### src/rtl/am29705_ctl_if.sv
// Requester and RAM-side signal bundle for am29705_ctl.
// master = requesters plus RAM read ports, slave = the controller.
interface am29705_ctl_if;
    logic       req0, req1, wr0, wr1;
    logic [3:0] aaddr0, aaddr1, baddr0, baddr1, wdata0, wdata1;
    logic       ack0, ack1, busy;
    logic [3:0] rdata_a, rdata_b;
    logic [3:0] ram_a, ram_b, ram_d;
    logic       ram_we_, ram_le_, ram_oea_, ram_oeb_, ram_alo_;
    logic [3:0] ram_ya, ram_yb;

    modport master (
        output req0, req1, wr0, wr1, aaddr0, aaddr1, baddr0, baddr1, wdata0, wdata1,
        input  ack0, ack1, busy, rdata_a, rdata_b,
        input  ram_a, ram_b, ram_d, ram_we_, ram_le_, ram_oea_, ram_oeb_, ram_alo_,
        output ram_ya, ram_yb
    );

    modport slave (
        input  req0, req1, wr0, wr1, aaddr0, aaddr1, baddr0, baddr1, wdata0, wdata1,
        output ack0, ack1, busy, rdata_a, rdata_b,
        output ram_a, ram_b, ram_d, ram_we_, ram_le_, ram_oea_, ram_oeb_, ram_alo_,
        input  ram_ya, ram_yb
    );
endinterface

### src/rtl/am29705_ctl.sv
// Sequencer for an Am29705 two-port register file shared by two requesters.
// Define AM29705_CTL_RR_EN for round-robin arbitration; default build is fixed priority (req0 wins).
//
// state | meaning
// IDLE  | waiting for a request; grant and register operands
// SETUP | addresses settle, all strobes inactive
// LATCH | ram_le_ low for one clock (read)
// READ  | ram_oea_/ram_oeb_ low, read data captured at clock end
// WRITE | ram_we_ low for WPULSE clocks, then one hold clock
// ACK   | one-clock ack to the granted requester
module am29705_ctl #(
    parameter int WPULSE = 1
) (
    input  logic          clk,
    input  logic          rst,
    am29705_ctl_if.slave  bus
);
    typedef enum logic [2:0] {IDLE, SETUP, LATCH, READ, WRITE, ACK} state_e;

    localparam logic [2:0] WP_CNT = 3'(WPULSE);

    state_e     state_q, state_d;
    logic       gnt_q, gnt_d;
    logic       op_wr_q, op_wr_d;
    logic [3:0] ram_a_q, ram_a_d;
    logic [3:0] ram_b_q, ram_b_d;
    logic [3:0] ram_d_q, ram_d_d;
    logic [3:0] rda_q, rda_d;
    logic [3:0] rdb_q, rdb_d;
    logic [2:0] cnt_q, cnt_d;

    logic any_req, pick;
    logic we_n, le_n, oe_n, ack0, ack1;

    assign any_req = bus.req0 | bus.req1;

`ifdef AM29705_CTL_RR_EN
    // ptr_q names the requester that wins the next tie
    logic ptr_q, ptr_d;

    assign pick  = bus.req1 & (~bus.req0 | ptr_q);
    assign ptr_d = (state_q == IDLE && any_req) ? ~pick : ptr_q;

    always_ff @(posedge clk) begin
        if (rst) ptr_q <= 1'b0;
        else     ptr_q <= ptr_d;
    end
`else
    assign pick = bus.req1 & ~bus.req0;
`endif

    always_ff @(posedge clk) begin
        if (rst) begin
            state_q <= IDLE;
            gnt_q   <= 1'b0;
            op_wr_q <= 1'b0;
            ram_a_q <= 4'h0;
            ram_b_q <= 4'h0;
            ram_d_q <= 4'h0;
            rda_q   <= 4'h0;
            rdb_q   <= 4'h0;
            cnt_q   <= 3'd0;
        end else begin
            state_q <= state_d;
            gnt_q   <= gnt_d;
            op_wr_q <= op_wr_d;
            ram_a_q <= ram_a_d;
            ram_b_q <= ram_b_d;
            ram_d_q <= ram_d_d;
            rda_q   <= rda_d;
            rdb_q   <= rdb_d;
            cnt_q   <= cnt_d;
        end
    end

    always_comb begin
        state_d = state_q;
        gnt_d   = gnt_q;
        op_wr_d = op_wr_q;
        ram_a_d = ram_a_q;
        ram_b_d = ram_b_q;
        ram_d_d = ram_d_q;
        rda_d   = rda_q;
        rdb_d   = rdb_q;
        cnt_d   = cnt_q;
        we_n    = 1'b1;
        le_n    = 1'b1;
        oe_n    = 1'b1;
        ack0    = 1'b0;
        ack1    = 1'b0;
        case (state_q)
            IDLE: begin
                if (any_req) begin
                    gnt_d   = pick;
                    op_wr_d = pick ? bus.wr1    : bus.wr0;
                    ram_a_d = pick ? bus.aaddr1 : bus.aaddr0;
                    ram_b_d = pick ? bus.baddr1 : bus.baddr0;
                    ram_d_d = pick ? bus.wdata1 : bus.wdata0;
                    state_d = SETUP;
                end
            end
            SETUP: begin
                if (op_wr_q) begin
                    cnt_d   = WP_CNT;
                    state_d = WRITE;
                end else begin
                    state_d = LATCH;
                end
            end
            LATCH: begin
                le_n    = 1'b0;
                state_d = READ;
            end
            READ: begin
                oe_n    = 1'b0;
                rda_d   = bus.ram_ya;
                rdb_d   = bus.ram_yb;
                state_d = ACK;
            end
            WRITE: begin
                // terminal count leaves one strobe-free hold clock before ACK
                if (cnt_q != 3'd0) begin
                    we_n  = 1'b0;
                    cnt_d = cnt_q - 3'd1;
                end else begin
                    state_d = ACK;
                end
            end
            ACK: begin
                ack0    = ~gnt_q;
                ack1    = gnt_q;
                state_d = IDLE;
            end
            default: state_d = IDLE;
        endcase
    end

    assign bus.ram_a    = ram_a_q;
    assign bus.ram_b    = ram_b_q;
    assign bus.ram_d    = ram_d_q;
    assign bus.ram_we_  = we_n;
    assign bus.ram_le_  = le_n;
    assign bus.ram_oea_ = oe_n;
    assign bus.ram_oeb_ = oe_n;
    assign bus.ram_alo_ = 1'b1;
    assign bus.ack0     = ack0;
    assign bus.ack1     = ack1;
    assign bus.rdata_a  = rda_q;
    assign bus.rdata_b  = rdb_q;
    assign bus.busy     = (state_q != IDLE);
endmodule

### src/flat_wrapper.sv
// flat-port wrapper written by rule: the top's interface ports become plain ports
module am29705_ctl_flat 
#(
    parameter int WPULSE = 1
)
  (clk, rst, bus_req0, bus_req1, bus_wr0, bus_wr1, bus_aaddr0, bus_aaddr1, bus_baddr0, bus_baddr1, bus_wdata0, bus_wdata1, bus_ack0, bus_ack1, bus_busy, bus_rdata_a, bus_rdata_b, bus_ram_a, bus_ram_b, bus_ram_d, bus_ram_we_, bus_ram_le_, bus_ram_oea_, bus_ram_oeb_, bus_ram_alo_, bus_ram_ya, bus_ram_yb);
  am29705_ctl_if bus_i ();
  input  logic clk;
  input  logic rst;
  input wire logic [$bits(bus_i.req0)-1:0] bus_req0;
  input wire logic [$bits(bus_i.req1)-1:0] bus_req1;
  input wire logic [$bits(bus_i.wr0)-1:0] bus_wr0;
  input wire logic [$bits(bus_i.wr1)-1:0] bus_wr1;
  input wire logic [$bits(bus_i.aaddr0)-1:0] bus_aaddr0;
  input wire logic [$bits(bus_i.aaddr1)-1:0] bus_aaddr1;
  input wire logic [$bits(bus_i.baddr0)-1:0] bus_baddr0;
  input wire logic [$bits(bus_i.baddr1)-1:0] bus_baddr1;
  input wire logic [$bits(bus_i.wdata0)-1:0] bus_wdata0;
  input wire logic [$bits(bus_i.wdata1)-1:0] bus_wdata1;
  output wire logic [$bits(bus_i.ack0)-1:0] bus_ack0;
  output wire logic [$bits(bus_i.ack1)-1:0] bus_ack1;
  output wire logic [$bits(bus_i.busy)-1:0] bus_busy;
  output wire logic [$bits(bus_i.rdata_a)-1:0] bus_rdata_a;
  output wire logic [$bits(bus_i.rdata_b)-1:0] bus_rdata_b;
  output wire logic [$bits(bus_i.ram_a)-1:0] bus_ram_a;
  output wire logic [$bits(bus_i.ram_b)-1:0] bus_ram_b;
  output wire logic [$bits(bus_i.ram_d)-1:0] bus_ram_d;
  output wire logic [$bits(bus_i.ram_we_)-1:0] bus_ram_we_;
  output wire logic [$bits(bus_i.ram_le_)-1:0] bus_ram_le_;
  output wire logic [$bits(bus_i.ram_oea_)-1:0] bus_ram_oea_;
  output wire logic [$bits(bus_i.ram_oeb_)-1:0] bus_ram_oeb_;
  output wire logic [$bits(bus_i.ram_alo_)-1:0] bus_ram_alo_;
  input wire logic [$bits(bus_i.ram_ya)-1:0] bus_ram_ya;
  input wire logic [$bits(bus_i.ram_yb)-1:0] bus_ram_yb;
  assign bus_i.req0 = bus_req0;
  assign bus_i.req1 = bus_req1;
  assign bus_i.wr0 = bus_wr0;
  assign bus_i.wr1 = bus_wr1;
  assign bus_i.aaddr0 = bus_aaddr0;
  assign bus_i.aaddr1 = bus_aaddr1;
  assign bus_i.baddr0 = bus_baddr0;
  assign bus_i.baddr1 = bus_baddr1;
  assign bus_i.wdata0 = bus_wdata0;
  assign bus_i.wdata1 = bus_wdata1;
  assign bus_ack0 = bus_i.ack0;
  assign bus_ack1 = bus_i.ack1;
  assign bus_busy = bus_i.busy;
  assign bus_rdata_a = bus_i.rdata_a;
  assign bus_rdata_b = bus_i.rdata_b;
  assign bus_ram_a = bus_i.ram_a;
  assign bus_ram_b = bus_i.ram_b;
  assign bus_ram_d = bus_i.ram_d;
  assign bus_ram_we_ = bus_i.ram_we_;
  assign bus_ram_le_ = bus_i.ram_le_;
  assign bus_ram_oea_ = bus_i.ram_oea_;
  assign bus_ram_oeb_ = bus_i.ram_oeb_;
  assign bus_ram_alo_ = bus_i.ram_alo_;
  assign bus_i.ram_ya = bus_ram_ya;
  assign bus_i.ram_yb = bus_ram_yb;
  am29705_ctl #(.WPULSE(WPULSE)) u_core (.clk(clk), .rst(rst), .bus(bus_i));
endmodule
### config.mk
export PLATFORM = sky130hd
export DESIGN_NAME = am29705_ctl_flat
export DESIGN_NICKNAME = d
export VERILOG_FILES = /design/src/rtl/am29705_ctl_if.sv /design/src/rtl/am29705_ctl.sv /design/src/flat_wrapper.sv
export SDC_FILE = /design/constraint.sdc
export NUM_CORES = 1
export LEC_CHECK = 0
export BUFFER_PORTS_ARGS = -buffer_cell sky130_fd_sc_hd__buf_2
export CAP_MARGIN = 15
export CORE_AREA = 2 2 59 61
export CTS_CLUSTER_SIZE = 24
export DETAILED_ROUTE_END_ITERATION = 12
export DIE_AREA = 0 0 61 63
export PLACE_DENSITY = 0.76
export SYNTH_ARGS = -nofsm -noshare
export SYNTH_HDL_FRONTEND = slang
export SYNTH_SLANG_ARGS = --single-unit
### constraint.sdc
create_clock -name clk -period 1.6 [get_ports clk]
set_input_delay 0.08 -clock clk [delete_from_list [all_inputs] [get_ports clk]]
set_output_delay 0.08 -clock clk [all_outputs]
set_load 0.03 [all_outputs]
## Yosys cells after proc, flatten, opt, wreduce, memory -nomap -nowiden

Index checks and enable logic that the tools add are counted.

- Output and inout port bits: 28
- Input bits: 38
- Bits in registers: 28

- Multiplexer cells: 17
- Reductions and logical operators: 7
- Equality and inequality tests: 9
- Bitwise operators: 4
- $add $sub $neg: 1

Operator list:

| kind | number |
|---|---|
| $mux W3 | 5 |
| $pmux W3 S5 | 1 |
| $mux W4 | 3 |
| $mux W1 | 7 |
| $eq A3 B2 Y1 const B | 2 |
| $eq A3 B3 Y1 const B | 2 |
| $ne A2 B1 Y1 const B | 3 |
| $pmux W3 S2 | 1 |
| $reduce_bool A3 Y1 | 2 |
| $reduce_and A2 Y1 | 2 |
| $eq A3 B1 Y1 const B | 1 |
| $logic_not A3 Y1 | 1 |
| $reduce_and A3 Y1 | 1 |
| $sub A3 B1 Y3 const B | 1 |
| $ne A2 B2 Y1 const B | 1 |
| $not A1 Y1 | 2 |
| $reduce_bool A2 Y1 | 1 |
| $and A1 B1 Y1 | 1 |
| $or A1 B1 Y1 | 1 |

## Depth between registers and ports, before layout

Gate-level depths: netlist of the first run.

- Depth after elaboration: 3
- Gate-level depth with buffers: 7
- Gate-level depth less buffers: 6

## Least setup slack after synthesis of the first run

Ideal clock, no wire load.

- Path type: register to register
- From: register u_core.state_q[2]
- To: register u_core.cnt_q[0]
- Period minus slack after synthesis: 1.403 ns
- Arrival: 1.286 ns
- Stages on the path, launching flop included: 5
- Required time: 1.483 ns
- Path slack: 0.197 ns
- Library setup time: 0.117 ns
- Cells stage by stage: dfxtp_1 -> nor2b_1 -> and2b_1 -> nand2_1 -> a22o_1

- Longest elaborated chain between the ends: 3
- Elaborated cells on any way between the ends: 7
- Those cells by class: eq/ne (4); mux (1); reduce/logical (2)

Ends and longest elaborated chain:

| element | line | text |
|---|---|---|
| start, declared | am29705_ctl.sv:22 | `state_e state_q, state_d;` |
| start signal, assigned | am29705_ctl.sv:64 | `state_q <= state_d;` |
| $eq A3 B3 Y1 / $eq A3 B1 Y1 (equally long branches) | am29705_ctl.sv:91 | `case (state_q)` |
| $ne A2 B1 Y1 (no line) / $reduce_bool A2 Y1 (equally long branches) | -- |  |
| $reduce_and A3 Y1 (no line) | -- |  |
| end signal, assigned | am29705_ctl.sv:72 | `cnt_q <= cnt_d;` |
| end, declared | am29705_ctl.sv:30 | `logic [2:0] cnt_q, cnt_d;` |

Parallel ways exist; a longest one is shown, timed or not.
A chain may end at the register's enable or synchronous reset.

## Worst setup path after layout of the first run

- From: register u_core.state_q[0]
- To: output bus_ram_le_

- Longest elaborated chain between the ends: 2

Ends and longest elaborated chain:

| element | line | text |
|---|---|---|
| $eq A3 B2 Y1 | am29705_ctl.sv:91 |  |
| $mux W1 | am29705_ctl.sv:91 |  |
| end, declared | flat_wrapper.sv:29 | `output wire logic [$bits(bus_i.ram_le_)-1:0] bus_ram_le_;` |

Every way passes these cells.

==> results of run 1 <==
## Yosys cell counts (3+ instances only)
library cell,number
nand2_1,12
o21ai_0,3
clkbuf_1,3
nor2_1,12
a211oi_2,7
nor2_2,7
a211oi_1,8
nand2b_1,3
buf_2,3
buf_4,4
nor3_1,3
nand3_1,8
mux2i_1,14
nor2b_1,4
inv_1,3
dfxtp_1,28
a21oi_1,11
## final cells by class
class	count	area (sq um)
clock buffer	3	22.5
sequential	28	567
multi-input combinational	106	736
timing repair buffer	78	460
tap	46	57.6
inverter	4	15.0
fill	296	1370
## layer usage
layer / up-vias / wire length (um) / track usage, % / part of all wire [%]
li1: 660 / - / - / -
met1: 586 / 1320 / 20.1 / 42
met2: 46 / 1480 / 27.8 / 47
met3: 10 / 235 / 5.38 / 7.5
met4: 0 / 82 / 8.70 / 2.6
met5: - / 0 / 0 / 0
## stage by stage
step | cell area (sq um) | power [mW]
final | 1860 | 2.19
after global routing | 1860 | 2.33
after CTS | 1820 | 2.18
after detailed placement | 1700 | 1.86
after global placement | 1700 | 1.84
after floorplan | 1390 | 1.68
## power by group
part           internal [mW]  leakage, nW  switching [mW]
sequential             0.823        0.231          0.0920
clock                 0.0884       0.0138           0.202
combinational          0.363        0.571           0.621
## state kept, by name, summed over array words and instances, names as in the netlist
signal and flops:
u_core.bus.ram_a 4, u_core.bus.ram_b 4, u_core.bus.ram_d 4, u_core.bus.rdata_a 4
u_core.bus.rdata_b 4, u_core.cnt_q 3, u_core.gnt_q 1, u_core.op_wr_q 1
u_core.state_q 3
## cells in the final DEF, fill, tap and decap left out, drive strengths merged
master and n:
conb 1, nand3 8, dlygate4sd3 9, dfxtp 28, nor4b 1, nand2 12
a22o 1, clkbuf 4, nand3b 1, and2b 1, nor2b 4, a211oi 15
a21oi 11, or3b 1, inv 4, nor3 4, mux2i 14, ha 2
and3 1, o32ai 1, nor2 21, o21ai 3, nand2b 3, nor3b 1
buf 68
## worst paths after layout
path | startpoint | endpoint | slack (ps)
worst max-delay path | u_core.state_q[0] | bus_ram_le_ | 50
worst min-delay path | bus_baddr0[1] | u_core.bus.ram_b[1] | 70
worst max register to register | u_core.state_q[0] | u_core.bus.ram_a[0] | 190
worst min register to register | u_core.bus.rdata_b[2] | u_core.bus.rdata_b[2] | 460
## worst min-delay path: stages
cell and delay (ps):
buf_2 90, mux2i_1 110, a211oi_1 80
## logic make-up (layout without fill, tap and decap cells)
kind of cell | after synthesis | in the layout
adders and majority gates | 2 | 2
muxes | 14 | 14
AOI/OAI and AO/OA | 31 | 31
other | 1 | 1
and+or+nand+nor | 57 | 58
buffers and inverters | 17 | 85
DFF | 28 | 28
## what timing repair did
item                                   in CTS  in global routing
buffers inserted                            1                  0
pin swaps                                   0                  1
resized for setup                           5                  5
cloned                                      0                  1
endpoints found under the hold margin       8                  1
hold buffers                                8                  1
setup endpoints to repair                   4                 12
==> flow_metrics.env, run 1 <==
export IMPL_clock_sinks=28
export IMPL_synth_area_leaders="dfxtp_1 40%, mux2i_1 10%, a211oi_2 6.3%"
export IMPL_timing_final_crit_period_ps=1550
export IMPL_synth_seq_cells=28
export IMPL_cp_end_kind="output pin"
export IMPL_root_buffer="clkbuf_4"
export IMPL_synthMuxAreaShare_pct=10.1
export IMPL_antenna_found_initial=0
export IMPL_vias=1302
export IMPL_drc=0
export IMPL_cp_top_family="simple AND/OR/NAND/NOR gates"
export IMPL_numPortBuffers=64
export IMPL_synth_top_family_by_area="simple AND/OR/NAND/NOR gates"
export IMPL_irDropWorstVdd_uv=882
export IMPL_final_antenna_net_count=0
export IMPL_synth_xor_area_share_pct=0
export IMPL_rsz0062_at_grt="no"
export IMPL_synthArstFlopShare_pct=0
export IMPL_synth_compound_area_share_pct=16.9
export IMPL_ios=66
export IMPL_clk_pin_slew_ps=140
export IMPL_powerDensity_nw_per_um2=1180
export IMPL_synthAdderAreaFrac_pct=1.80
export IMPL_synth_fp_nets=190
export IMPL_r2r_cells=6
export IMPL_cts_tree="built"
export IMPL_dieWidth_um=61
export IMPL_crit_chain="buf_6, or3b_2, buf_6"
export IMPL_place_hpwl_um=2180
export IMPL_area_growth_pct=33.8
export IMPL_critPathKind="reg -> out"
export IMPL_vias_per_cell=4.91
export IMPL_hold_path_class="in -> reg"
export IMPL_grt_use_total_pct=17.3
export IMPL_cts_buffer_depth=2
export IMPL_core_area_sq_um=3230
export IMPL_fin_setup_tns_ps=0
export IMPL_initial_utilization_pct=43.0
export IMPL_critPathLaunchType="register"
export IMPL_slew_viol_final=0
export IMPL_worst_pin_slew_ps=528
export IMPL_synth_largest_area_cell="dfxtp_1"
export IMPL_setup_slack_ps=54.4
export IMPL_finalClockSkew_ps=4.83
export IMPL_routed_wirelength_um=3120
export IMPL_wl_per_cell_um=11.8
export IMPL_drive_above_1_share_pct=43.8
export IMPL_cp_required_ps=1520
export IMPL_final_core_util_pct=57.5
export IMPL_status="completed"
export IMPL_dp_slack_ps=92.5
export IMPL_crit_path_max_incr_delay_ps=490
export IMPL_postSynthCellCount=150
export IMPL_grt_pass1_vias=1214
export IMPL_ys_seq_area_share_pct=40.4
export IMPL_globalplace_congestion=0.765
export IMPL_cp_common_cell="buf_6"
export IMPL_first_pass_iters=4
export IMPL_grt_first_pass_wirelength_um=5090
export IMPL_whs_ps=67.5
export IMPL_clkLatencyLatePin_ps=330
export IMPL_synth_edf_count=0
export IMPL_crit_arrival_ps=1470
export IMPL_hold_violations=0
export IMPL_syn_area_sq_um=1390
export IMPL_synthSimpleGateAreaFrac_pct=22.7
export IMPL_die_area_sq_um=3840
export IMPL_synth_top_area_share_pct=40.4
export IMPL_grt_start_max_net_pins=27
export IMPL_max_freq_mhz=647
export IMPL_max_slew_margin_pct=64.7
export IMPL_fp_row_count=21
export IMPL_synth_cell_types=32
export IMPL_antenna_cells=0
export IMPL_crit_slowest_cell="or3b_2"
export IMPL_path_max_fanout=17
export IMPL_drtIter0Drc=43
export IMPL_setup_violations=0
export IMPL_path_buf_inv=2
export IMPL_yosys_warnings=0
export IMPL_nets=261
export IMPL_path_depth=3
export IMPL_synth_main_ff_cell="dfxtp_1"
export IMPL_instances_no_fill=265
export IMPL_htree_levels=1
export IMPL_numPlacedInstances=251
export IMPL_die_h_um=63
export IMPL_globalRouteOverflowTotal=0
export IMPL_timing_final_crit_share_pct=96.6
export IMPL_maxCapViolCount=0
export IMPL_cts_made_buffers=3
export IMPL_p_leak_nw=0.816
export IMPL_avgSynthCellArea_sq_um=9.26
export IMPL_hold_path_depth=3
(Power assumes the default switching activity.)
==> run 2: changes to the inputs <==
- PLACE_DENSITY: 0.76 -> 0.82
==> run 2 against run 1 <==
Effect of this change: design area shrank 3.0%; utilization down 1.7 points; global-route usage is 1.1 points lower; clock skew up 1.7 ps; sequential share of layout area is 0.95 points higher.
==> flow_metrics.env, run 2 (same netlist as run 1, synthesis figures left out) <==
export IMPL_cts_buffer_depth=2
export IMPL_placed_cell_area_sq_um=1700
export IMPL_clock_sinks=28
export IMPL_drc=0
export IMPL_reg2reg_from="u_core.state_q[0]"
export IMPL_setup_violations=0
export IMPL_antenna_cells=0
export IMPL_crit_slowest_cell="or3b_2"
export IMPL_hold_path_class="in -> reg"
export IMPL_maxCapViolCount=0
export IMPL_status="completed"
export IMPL_grt_pass1_vias=1108
export IMPL_layout_common_cells="62 x buf_2, 25 x dfxtp_1, 14 x mux2i_1"
export IMPL_first_pass_iters=4
export IMPL_cts_tree="built"
export IMPL_place_hpwl_um=2180
export IMPL_cp_end_kind="output pin"
export IMPL_grt_use_total_pct=16.2
export IMPL_critPathKind="reg -> out"
export IMPL_vias_per_cell=4.78
export IMPL_finalPower_mw=2.23
export IMPL_vias=1239
export IMPL_max_freq_mhz=657
export IMPL_top_layer_used="met4"
export IMPL_final_area_sq_um=1800
export IMPL_antenna_found_initial=0
export IMPL_fp_row_count=21
export IMPL_layout_commonest_cell="buf_2"
export IMPL_crit_path_max_incr_delay_ps=480
export IMPL_drtIter0Drc=29
export IMPL_nets=254
export IMPL_grt_start_max_net_pins=27
export IMPL_finalClockSkew_ps=6.53
export IMPL_wl_per_cell_um=11.6
export IMPL_cp_common_cell="buf_6"
export IMPL_die_h_um=63
export IMPL_clk_pin_slew_ps=140
export IMPL_crit_chain="buf_6, or3b_2, buf_6"
export IMPL_cp_startpoint="u_core.state_q[0]"
export IMPL_grt_first_pass_wirelength_um=4820
export IMPL_area_growth_pct=29.7
export IMPL_wl_met3_um=242
export IMPL_p_leak_nw=0.794
export IMPL_ios=66
export IMPL_max_slew_margin_pct=65.3
export IMPL_wl_met1_um=1310
export IMPL_rsz0062_at_grt="no"
export IMPL_powerDensity_nw_per_um2=1240
export IMPL_final_core_util_pct=55.7
export IMPL_final_antenna_net_count=0
export IMPL_globalRouteOverflowTotal=0
export IMPL_fill_cells=311
export IMPL_met2_length_um=1430
export IMPL_drive_above_1_share_pct=45.5
export IMPL_dieWidth_um=61
export IMPL_worst_pin_slew_ps=518
export IMPL_timing_final_crit_share_pct=95.1
export IMPL_root_buffer="clkbuf_4"
export IMPL_irDropWorstVdd_uv=832
export IMPL_path_buf_inv=2
export IMPL_clkLatencyLatePin_ps=310
export IMPL_cts_made_buffers=3
export IMPL_slew_viol_final=0
export IMPL_cp_top_family="simple AND/OR/NAND/NOR gates"
export IMPL_numPortBuffers=64
export IMPL_cp_required_ps=1520
export IMPL_path_max_fanout=17
export IMPL_critPathLaunchType="register"
export IMPL_initial_utilization_pct=43.0
export IMPL_timing_final_crit_period_ps=1520
export IMPL_routed_wirelength_um=3010
export IMPL_hold_violations=0
export IMPL_crit_arrival_ps=1440
export IMPL_fin_setup_tns_ps=0
export IMPL_htree_levels=1
export IMPL_min_from="bus_ram_yb[1]"
export IMPL_globalplace_congestion=0.713
export IMPL_die_area_sq_um=3840
export IMPL_core_area_sq_um=3230
==> run 2: per-stage QoR <==
| stage | worst slack (ps) | hold WS, ps | instances |
|---|---|---|---|
| 6_report | 78.4 | 5.60 | 259 |
| 5_1_grt | 15.8 | 8.55 | 259 |
| 4_1_cts | 20.1 | 1.60 | 257 |
| 3_5_place_dp | 124 | 334 | 251 |
| 3_3_place_gp | 199 | 329 | 251 |
| 2_1_floorplan | 197 | 177 | 150 |
==> run 2: worst reg2reg max path, delay by kind of cell, from the launching register on <==
kind                   cells  cell delay [ps]
and+or+nand+nor            3              530
DFF                        1              350
buffers and inverters      2              260
AOI/OAI and AO/OA          1              210
==> run 2: worst paths after layout <==
kind         slack [ps]                     to  cells after the start
max                  80            bus_ram_le_                      3
min                   6  u_core.bus.rdata_b[1]                      3
max reg2reg         180    u_core.bus.ram_a[0]                      6
min reg2reg         460  u_core.bus.rdata_b[3]                      2
==> run 2: metal layers <==
layer  vias to the layer above  GRT usage [%]
met5                         -              0
met4                         0           3.26
met3                         2           5.18
met1                       547           19.7
met2                        45           27.4
li1                        645              -
==> run 2: area by class of cell <==
| class | instances | area (sq um) | area share [%] |
|---|---|---|---|
| Clock buffer | 4 | 36.3 | 2.01 |
| Inverter | 4 | 15.0 | 0.833 |
| Multi-Input combinational cell | 106 | 736 | 40.8 |
| Sequential cell | 28 | 567 | 31.5 |
| Tap cell | 46 | 57.6 | 3.19 |
| Timing Repair Buffer | 71 | 390 | 21.7 |
==> run 2: power by group <==
group          internal, mW  switching, mW  leakage (nW)
logic                 0.352          0.628         0.542
clock network         0.139          0.192        0.0210
registers             0.823         0.0923         0.231
total                  1.31          0.912         0.794
==> run 2: what timing repair did <==
| item | CTS | global route |
|---|---|---|
| resized for setup | 4 | 6 |
| hold buffers | 1 | 1 |
| gates cloned | 0 | 1 |
| setup buffers | 1 | 0 |
| hold endpoints to repair | 1 | 1 |
| endpoints found under the setup margin | 4 | 13 |
| pin swaps | 0 | 1 |
